[src/rtl/bcd_pkg.sv]
// Shared definitions for the serial BCD adder/subtractor.
//   DIGIT_W    : bits per BCD digit
//   BCD_MAX    : largest legal digit value
//   BCD_CORR   : decimal-adjust constant added when a digit sum exceeds 9
//   state_t    : sequencer states (IDLE, RUN)
//   nines_comp : 9's complement of one digit (wraps for illegal digits)
package bcd_pkg;

  localparam int         DIGIT_W  = 4;
  localparam logic [3:0] BCD_MAX  = 4'd9;
  localparam logic [3:0] BCD_CORR = 4'd6;

  typedef enum logic {IDLE, RUN} state_t;

  function automatic logic [DIGIT_W-1:0] nines_comp(input logic [DIGIT_W-1:0] digit);
    return BCD_MAX - digit;
  endfunction

endpackage

[src/rtl/bcd_digit_add.sv]
// Combinational single-digit BCD adder cell.
//   i_a, i_b : BCD digits
//   i_cin    : carry in
//   o_sum    : decimal-adjusted digit
//   o_cout   : decimal carry out (raw sum > 9)
module bcd_digit_add
  import bcd_pkg::*;
(
  input  logic [DIGIT_W-1:0] i_a,
  input  logic [DIGIT_W-1:0] i_b,
  input  logic               i_cin,
  output logic [DIGIT_W-1:0] o_sum,
  output logic               o_cout
);

  logic [DIGIT_W:0]   w_raw;
  logic [DIGIT_W-1:0] w_adj;

  assign w_raw  = {1'b0, i_a} + {1'b0, i_b} + {{DIGIT_W{1'b0}}, i_cin};
  // Only the low nibble of raw+6 is kept, so a 4-bit add gives the same digit.
  assign w_adj  = w_raw[DIGIT_W-1:0] + BCD_CORR;
  assign o_cout = (w_raw > {1'b0, BCD_MAX});
  assign o_sum  = o_cout ? w_adj : w_raw[DIGIT_W-1:0];

endmodule

[src/rtl/bcd_serial_adder.sv]
// Multi-digit BCD adder/subtractor, one digit per clock, LSD first.
//   clk, rst  : clock, asynchronous active-high reset
//   start     : request, sampled only while idle
//   mode_sub  : 0 = a+b+cin, 1 = a-b-cin (cin is borrow-in)
//   a, b      : packed BCD operands, digit 0 in [3:0]
//   cin       : carry/borrow in
//   busy      : operation in progress
//   done      : one-cycle pulse, sum/cout valid
//   sum       : packed BCD result
//   cout      : add: carry out; sub: 1 = no borrow
//   invalid   : a latched operand digit was > 9
module bcd_serial_adder
  import bcd_pkg::*;
#(
  parameter int DIGITS = 4
) (
  input  logic                    clk,
  input  logic                    rst,
  input  logic                    start,
  input  logic                    mode_sub,
  input  logic [4*DIGITS-1:0]     a,
  input  logic [4*DIGITS-1:0]     b,
  input  logic                    cin,
  output logic                    busy,
  output logic                    done,
  output logic [4*DIGITS-1:0]     sum,
  output logic                    cout,
  output logic                    invalid
);

  localparam int W     = DIGIT_W * DIGITS;
  localparam int IDX_W = (DIGITS > 1) ? $clog2(DIGITS) : 1;

  state_t           r_state;
  logic [W-1:0]     r_a;
  logic [W-1:0]     r_b;
  logic [W-1:0]     r_sum;
  logic [IDX_W-1:0] r_idx;
  logic             r_carry;
  logic             r_cout;
  logic             r_invalid;
  logic             r_busy;
  logic             r_done;

  logic [W-1:0]       w_b_eff;
  logic               w_invalid;
  logic               w_accept;
  logic               w_last;
  logic [DIGIT_W-1:0] w_a_dig;
  logic [DIGIT_W-1:0] w_b_dig;
  logic [DIGIT_W-1:0] w_sum_dig;
  logic               w_carry_dig;

  // Subtraction is a + (9's complement of b) + ~borrow: the 10's-complement form.
  always_comb begin
    w_b_eff   = b;
    w_invalid = 1'b0;
    for (int i = 0; i < DIGITS; i++) begin
      if (mode_sub) w_b_eff[i*DIGIT_W +: DIGIT_W] = nines_comp(b[i*DIGIT_W +: DIGIT_W]);
      if ((a[i*DIGIT_W +: DIGIT_W] > BCD_MAX) || (b[i*DIGIT_W +: DIGIT_W] > BCD_MAX))
        w_invalid = 1'b1;
    end
  end

  assign w_accept = (r_state == IDLE) && start;
  assign w_last   = (r_idx == IDX_W'(DIGITS - 1));
  assign w_a_dig  = r_a[r_idx*DIGIT_W +: DIGIT_W];
  assign w_b_dig  = r_b[r_idx*DIGIT_W +: DIGIT_W];

  // One cell reused for every digit position, selected by r_idx.
  bcd_digit_add u_digit (
    .i_a    (w_a_dig),
    .i_b    (w_b_dig),
    .i_cin  (r_carry),
    .o_sum  (w_sum_dig),
    .o_cout (w_carry_dig)
  );

  // Operand latches carry no control meaning, so they are not reset.
  always_ff @(posedge clk) begin
    if (w_accept) begin
      r_a <= a;
      r_b <= w_b_eff;
    end
  end

  always_ff @(posedge clk or posedge rst) begin
    if (rst) begin
      r_state   <= IDLE;
      r_idx     <= '0;
      r_carry   <= 1'b0;
      r_sum     <= '0;
      r_cout    <= 1'b0;
      r_invalid <= 1'b0;
      r_busy    <= 1'b0;
      r_done    <= 1'b0;
    end else begin
      r_done <= 1'b0;
      case (r_state)
        IDLE: begin
          if (start) begin
            r_carry   <= mode_sub ? ~cin : cin;
            r_sum     <= '0;
            r_cout    <= 1'b0;
            r_invalid <= w_invalid;
            r_busy    <= 1'b1;
            r_idx     <= '0;
            r_state   <= RUN;
          end
        end
        RUN: begin
          r_sum[r_idx*DIGIT_W +: DIGIT_W] <= w_sum_dig;
          r_carry <= w_carry_dig;
          if (w_last) begin
            r_cout  <= w_carry_dig;
            r_busy  <= 1'b0;
            r_done  <= 1'b1;
            r_idx   <= '0;
            r_state <= IDLE;
          end else begin
            r_idx <= r_idx + IDX_W'(1);
          end
        end
        default: r_state <= IDLE;
      endcase
    end
  end

  assign busy    = r_busy;
  assign done    = r_done;
  assign sum     = r_sum;
  assign cout    = r_cout;
  assign invalid = r_invalid;

endmodule

[config.mk]
export PLATFORM = sky130hd
export DESIGN_NAME = bcd_serial_adder
export DESIGN_NICKNAME = d
export VERILOG_FILES = /design/src/rtl/bcd_pkg.sv /design/src/rtl/bcd_digit_add.sv /design/src/rtl/bcd_serial_adder.sv
export SDC_FILE = /design/constraint.sdc
export NUM_CORES = 1
export LEC_CHECK = 0
export CORE_ASPECT_RATIO = 1.4
export CORE_MARGIN = 10
export CORE_UTILIZATION = 50
export CTS_CLUSTER_SIZE = 16
export DETAILED_ROUTE_END_ITERATION = 16
export PLACE_DENSITY = 0.79
export SYNTH_ARGS = -nofsm -noshare
export SYNTH_HDL_FRONTEND = slang
export SYNTH_SLANG_ARGS = --single-unit
[constraint.sdc]
create_clock -name clk -period 4 [get_ports clk]
set_input_delay 0.8 -clock clk [delete_from_list [all_inputs] [get_ports clk]]
set_output_delay 0.8 -clock clk [all_outputs]
set_load 0.005 [all_outputs]
==> results of run 1 <==
## kinds of logic after synthesis
logic type / count (synthesis)
AO/OA/AOI/OAI: 46
flip-flops: 56
multiplexers: 10
XOR/XNOR: 11
AND/OR/NAND/NOR: 52
buffers and inverters: 23
adder cells (fa/ha/maj): 14
## area by class of cell
class / count / area, um2
timing repair buffer: 58 / 576
sequential: 56 / 1560
tap: 66 / 82.6
clock buffer: 8 / 101
multi-input combinational: 133 / 993
inverter: 17 / 63.8
fill: 407 / 1780
## through the flow
stage,total power [W],utilization,area [um2],hold WS (ns)
3_3_place_gp,0.00238,0.635,3280,0.456
6_report,0.00281,0.655,3380,0.482
4_1_cts,0.00282,0.655,3380,0.491
5_1_grt,0.00301,0.655,3380,0.519
2_1_floorplan,0.00196,-,2640,0.463
3_5_place_dp,0.00248,0.635,3280,0.469
## flip-flops by register name, indices dropped and copies added, names as in the netlist, 2 cells and up
signal and flops:
sum 16, r_idx 2, r_b 16, r_a 16
## worst max-delay path, delay by kind of cell (launching register included)
kind | cells | cell delay, ns
flip-flops | 1 | 0.62
buffers and inverters | 1 | 0.08
adder cells (fa/ha/maj) | 3 | 1.10
AO/OA/AOI/OAI | 3 | 0.80
multiplexers | 1 | 0.39
AND/OR/NAND/NOR | 2 | 0.42
XOR/XNOR | 1 | 0.24
## worst max path at each step
stage	start	to	slack (ns)
floorplan	r_idx[0]	sum[11]	0.39
global placement	r_idx[1]	sum[7]	0.50
detailed placement	r_idx[1]	sum[7]	0.37
CTS	r_idx[1]	sum[15]	0.34
global route	r_idx[1]	sum[7]	0.14
finish	r_idx[1]	sum[15]	0.25
## cell usage in the layout (no fill, tap or decap), types with 7 or more instances in the layout
cell	count
edfxtp_1	32
o21ai_0	21
dfrtp_1	24
nor2_1	12
mux4_2	8
clkdlybuf4s50_1	56
ha_1	12
o21ai_1	8
nand2_1	28
inv_1	16
a21oi_1	7
## per-layer routing
layer,part of all wire,up-vias
li1,-,877
met1,0.36,875
met2,0.56,67
met3,0.073,6
met4,0.015,0
met5,0,-
## power by group through the flow
stage | Combinational [W] | Clock (W) | Sequential [W]
2_1_floorplan | 0.00110 | 0 | 0.000851
3_3_place_gp | 0.00149 | 0 | 0.000883
3_5_place_dp | 0.00159 | 0 | 0.000889
4_1_cts | 0.00160 | 0.000342 | 0.000876
5_1_grt | 0.00175 | 0.000365 | 0.000892
6_report | 0.00160 | 0.000334 | 0.000874
==> impl_metrics.py, run 1 <==
metrics = {
    "pwr": {
        "pwr-share-seq": 0.311,
        "p_int_w": 0.00162,
        "power_leakage_nw": 1.34,
        "p_per_area_mw_per_mm2": 832,
        "peakVddDrop_uv": 406,
        "switchingPower_w": 0.00119,
        "pwr-share-comb": 0.570,
        "p_clk_frac": 0.119,
        "switching_share": 0.422,
    },
    "routing": {
        "drc": 0,
        "dr_total_vias": 1825,
        "wl_per_cell_um": 16.3,
        "ant_nets": 0,
        "first_pass_iters": 4,
        "drt-total-wl_mm": 5.50,
        "drtIter0Drc": 79,
        "routed_via_density": 5.40,
    },
    "clock_tree": {
        "clock_latency_ns": 0.30,
        "cts_resized": 0,
        "cts_tree": "done",
        "cts_sinks": 56,
        "cts-buffers-inserted": 5,
        "clk_pin_slew_worst_paths_ns": 0.09,
        "cts_setup_buffers": 0,
        "hold_buffers": 0,
        "h-tree-depth": 2,
        "root_buffer": "clkbuf_8",
        "clock_path_buffers": 2,
    },
    "synth": {
        "syn_area_mm2": 0.00264,
        "yosysSeqAreaShare": 0.593,
        "synth_area_leaders": "edfxtp_1 (36%), dfrtp_1 (23%), mux4_2 (6.8%), ha_1 (5.7%), nand2_1 (4.0%)",
        "synth_top_family_by_area": "compound AO/OA/AOI/OAI gates",
        "synthMuxAreaShare": 0.0764,
        "synth-xor-area-share": 0.0366,
        "synth-edff-count": 32,
        "ys_warn_count": 0,
        "synth_cell_types": 33,
        "yosys.area_share.simple": 0.0850,
        "synth_cells": 212,
        "synth_area_per_cell_um2": 12.4,
        "synth_top_area_frac": 0.365,
        "ys.flop_type": "edfxtp_1",
        "synth_nets": 263,
        "ys_ff_latch": 56,
        "synthAdderAreaFrac": 0.0722,
        "synthArstFlopShare": 0.429,
        "yosysMostFrequentCell": "edfxtp_1",
        "synth-compound-area-share": 0.104,
        "yosysTopAreaCell": "edfxtp_1",
        "synth_common_cells": "edfxtp_1 (32), nand2_1 (28), dfrtp_1 (24)",
    },
    "global_route": {
        "grt_pass1_wl_mm": 8.85,
        "overflow": 0,
        "antenna_found_initial": 0,
        "grt_pass1_vias": 1860,
        "use_met1": 0.133,
        "grtUsageMet3": 0.0295,
        "grt_usage": 0.130,
        "grt_use_met2": 0.243,
        "grt_max_degree": 25,
        "grt_most_used_layer": "met2",
    },
    "layout": {
        "num_antenna_cells": 0,
        "final_cells": 338,
        "synthToLayoutAreaGrowth_pct": 28.2,
        "drive_gt1_frac": 0.0735,
        "nets": 322,
    },
    "setup_path": {
        "crit_type": "flop to flop",
        "cp_slowest_stage_delay_ns": 0.62,
        "rrSetupSlack_ns": 0.25,
        "ff2ff_path_depth": 11,
        "worstPathRequired_ns": 4.19,
        "r2r_end": "sum[15]",
        "critPathArrivalTime_ns": 3.94,
        "worst_setup_path_start_kind": "flop",
        "rr_startpoint": "r_idx[1]",
        "end_kind": "flop",
        "crit_fanout": 12,
        "cpMostUsedCell": "fa_1",
        "cpMaxStageDelayCell": "dfrtp_1",
        "worstPathCellList": "mux4_2 -> fa_1 -> fa_1 -> xor2_1 -> inv_2 -> ha_1 -> nor2b_1 -> a31o_1 -> a2111oi_0 -> nand2b_1 -> o21ai_1",
    },
    "worst_hold_path": {
        "holdCritStartpoint": "sum[8]",
        "hold_path_depth": 2,
        "holdPathEnd": "sum[8]",
        "hp-class": "flop to flop",
    },
    "sta": {
        "worstMarginPinSlew_ns": 0.906,
        "setup_viol_count_final": 0,
        "max_freq_ghz": 0.267,
        "setup_ws_ns": 0.248,
        "post-route-period-util": 0.938,
        "hold_viol_final": 0,
        "setup_tns_ns": 0,
        "maxSlewHeadroom": 0.395,
        "period_needed_ns": 3.75,
        "rsz0062_at_grt": "false",
        "skew_ns": 0.00649,
        "slew_violations": 0,
    },
    "floorplan": {
        "core_area_mm2": 0.00516,
        "start_util": 0.511,
        "io_pins": 57,
        "die_y_um": 106,
        "placementRows": 31,
        "die-width_um": 81.4,
        "dieArea_mm2": 0.00862,
    },
    "placed_design": {
        "gp_congestion": 0.795,
        "pre_cts_ws_ns": 0.370,
        "io_buffers": 56,
        "dp_cells": 330,
        "hpwl_mm": 4.37,
    },
    "run": {
        "maxCapViolCount": 0,
    },
    "run_status": {
        "status": "completed",
    },
}
Power figures use the tool's default switching activity.
==> run 2, diff against run 1 <==
--- a/config.mk
+++ b/config.mk
@@ -8,6 +8,7 @@
 export CORE_ASPECT_RATIO = 1.4
 export CORE_MARGIN = 10
 export CORE_UTILIZATION = 50
+export CTS_CLUSTER_DIAMETER = 200
 export CTS_CLUSTER_SIZE = 16
 export DETAILED_ROUTE_END_ITERATION = 16
 export PLACE_DENSITY = 0.79
==> results of run 2 <==
Same layout as run 1: the final DEF is identical, and so are final timing and power.
==> run 3, diff against run 2 <==
--- a/config.mk
+++ b/config.mk
@@ -5,7 +5,7 @@
 export SDC_FILE = /design/constraint.sdc
 export NUM_CORES = 1
 export LEC_CHECK = 0
-export CORE_ASPECT_RATIO = 1.4
+export CORE_ASPECT_RATIO = 1.1
 export CORE_MARGIN = 10
 export CORE_UTILIZATION = 50
 export CTS_CLUSTER_DIAMETER = 200
==> run 3 against run 2 <==
- setup slack improved by 0.19 ns
- non-clock buffer count is 1 higher
- utilization rose by 1.7 points
- clock power increased by 28%
- fmax rose by 5.3%
- highest routed layer unchanged
==> impl_metrics.py, run 3 (same netlist as run 1, synthesis figures left out) <==
metrics = {
    "run_status": {
        "status": "completed",
    },
    "clock_tree": {
        "cts-buffers-inserted": 5,
        "cts_sinks": 56,
        "clk_pin_slew_worst_paths_ns": 0.09,
        "cts_resized": 0,
        "hold_buffers": 0,
        "cts_tree": "done",
        "cts_setup_buffers": 0,
        "clock_path_buffers": 2,
        "h-tree-depth": 2,
        "root_buffer": "clkbuf_8",
        "clock_latency_ns": 0.31,
    },
    "floorplan": {
        "placementRows": 27,
        "start_util": 0.520,
        "dieArea_mm2": 0.00858,
        "io_pins": 57,
        "die-width_um": 89.2,
        "core_area_mm2": 0.00507,
        "die_y_um": 96.1,
    },
    "routing": {
        "dr_total_vias": 1785,
        "routed_via_density": 5.39,
        "drtIter0Drc": 79,
        "wl_per_cell_um": 16.2,
        "ant_nets": 0,
        "drt-total-wl_mm": 5.36,
        "first_pass_iters": 4,
        "drc": 0,
    },
    "global_route": {
        "grt_usage": 0.136,
        "grt_pass1_vias": 1936,
        "grt_pass1_wl_mm": 9.05,
        "antenna_found_initial": 0,
        "overflow": 0,
        "grt_max_degree": 33,
    },
    "sta": {
        "setup_viol_count_final": 0,
        "max_freq_ghz": 0.281,
        "worstMarginPinSlew_ns": 0.877,
        "maxSlewHeadroom": 0.414,
        "period_needed_ns": 3.56,
        "slew_violations": 0,
        "skew_ns": 0.00621,
        "setup_tns_ns": 0,
        "rsz0062_at_grt": "false",
        "post-route-period-util": 0.891,
        "hold_viol_final": 0,
        "holdWs_ns": 0.483,
    },
    "setup_path": {
        "end_kind": "flop",
        "worstPathRequired_ns": 4.19,
        "worst_setup_path_start_kind": "flop",
        "crit_fanout": 4,
        "critPathArrivalTime_ns": 3.76,
        "crit_type": "flop to flop",
    },
    "pwr": {
        "switchingPower_w": 0.00113,
        "power_leakage_nw": 1.36,
        "switching_share": 0.398,
        "p_per_area_mw_per_mm2": 836,
        "pwr-share-seq": 0.301,
        "total_power_w": 0.00285,
        "p_int_w": 0.00171,
        "peakVddDrop_uv": 448,
        "pwr-share-comb": 0.549,
        "p_clk_frac": 0.150,
    },
    "placed_design": {
        "dpl_cell_area_mm2": 0.00327,
        "hpwl_mm": 4.32,
        "io_buffers": 56,
        "gp_congestion": 0.803,
        "dp_cells": 323,
    },
    "run": {
        "maxCapViolCount": 0,
    },
    "layout": {
        "final_cells": 331,
        "nets": 323,
        "fin_area_mm2": 0.00341,
        "regArea_mm2": 0.00156,
        "num_antenna_cells": 0,
        "layout_common_cells": "clkdlybuf4s50_1 (56), edfxtp_1 (32), nand2_1 (28)",
        "drive_gt1_frac": 0.0806,
        "n_fill_cell": 400,
        "multi_input_area_um2": 993,
        "final_common_cell": "clkdlybuf4s50_1",
        "synthToLayoutAreaGrowth_pct": 29.3,
    },
    "worst_hold_path": {
        "hp-class": "flop to flop",
    },
}
==> run 3: cell count changes in the layout (fill, tap and decap cells not counted) <==
cell,previous run,this run
clkbuf_16,1,0
bufinv_16,0,2
clkbuf_1,2,1
buf_4,2,3
==> run 3: critical path, cell delays in order, from the launching register on <==
cell and delay [ns]:
dfrtp_1 0.42, mux4_2 0.53, fa_1 0.47, fa_1 0.42
xor2_1 0.23, inv_2 0.07, ha_1 0.22, nor2b_1 0.15
a31o_1 0.24, a2111oi_0 0.37, nand2b_1 0.24, o21ai_1 0.09
==> run 3: layer usage <==
layer	wire [um]	vias to the layer above	track usage
met3	280	8	0.0287
met2	2660	69	0.239
met4	104	0	0.0597
met5	0	-	0
met1	2310	828	0.154
li1	-	880	-
==> run 3: per-stage QoR <==
step                 util  setup WS (ns)
finish              0.672          0.438
global route        0.672          0.155
CTS                 0.672          0.412
detailed placement  0.646          0.435
global placement    0.646          0.518
floorplan               -          0.385
==> run 3: worst paths after layout <==
check / cells past startpoint / startpoint / slack, ns / end
setup reg to reg: 11 / r_idx[0] / 0.44 / sum[11]
hold reg to reg: 2 / sum[2] / 0.48 / sum[2]
hold / removal: 2 / sum[2] / 0.48 / sum[2]
setup / recovery: 11 / r_idx[0] / 0.44 / sum[11]
min in group asynchronous: 2 / rst / 0.97 / done
max in group asynchronous: 2 / rst / 2.49 / sum[6]
==> run 3: final cells by class <==
cell class              instances  share of cell area
flip-flops and latches         56               0.458
multi-input cells             133               0.292
repair buffers                 59               0.171
clock buffers                   6              0.0213
well taps                      58              0.0213
inverters                      17              0.0187
clock inverters                 2              0.0176
==> run 3: power by group through the flow <==
stage | clock [W] | sequential [W] | combinational, W
2_1_floorplan | 0 | 0.000851 | 0.00110
3_3_place_gp | 0 | 0.000863 | 0.00151
3_5_place_dp | 0 | 0.000873 | 0.00157
4_1_cts | 0.000433 | 0.000860 | 0.00158
5_1_grt | 0.000457 | 0.000875 | 0.00175
6_report | 0.000427 | 0.000857 | 0.00156
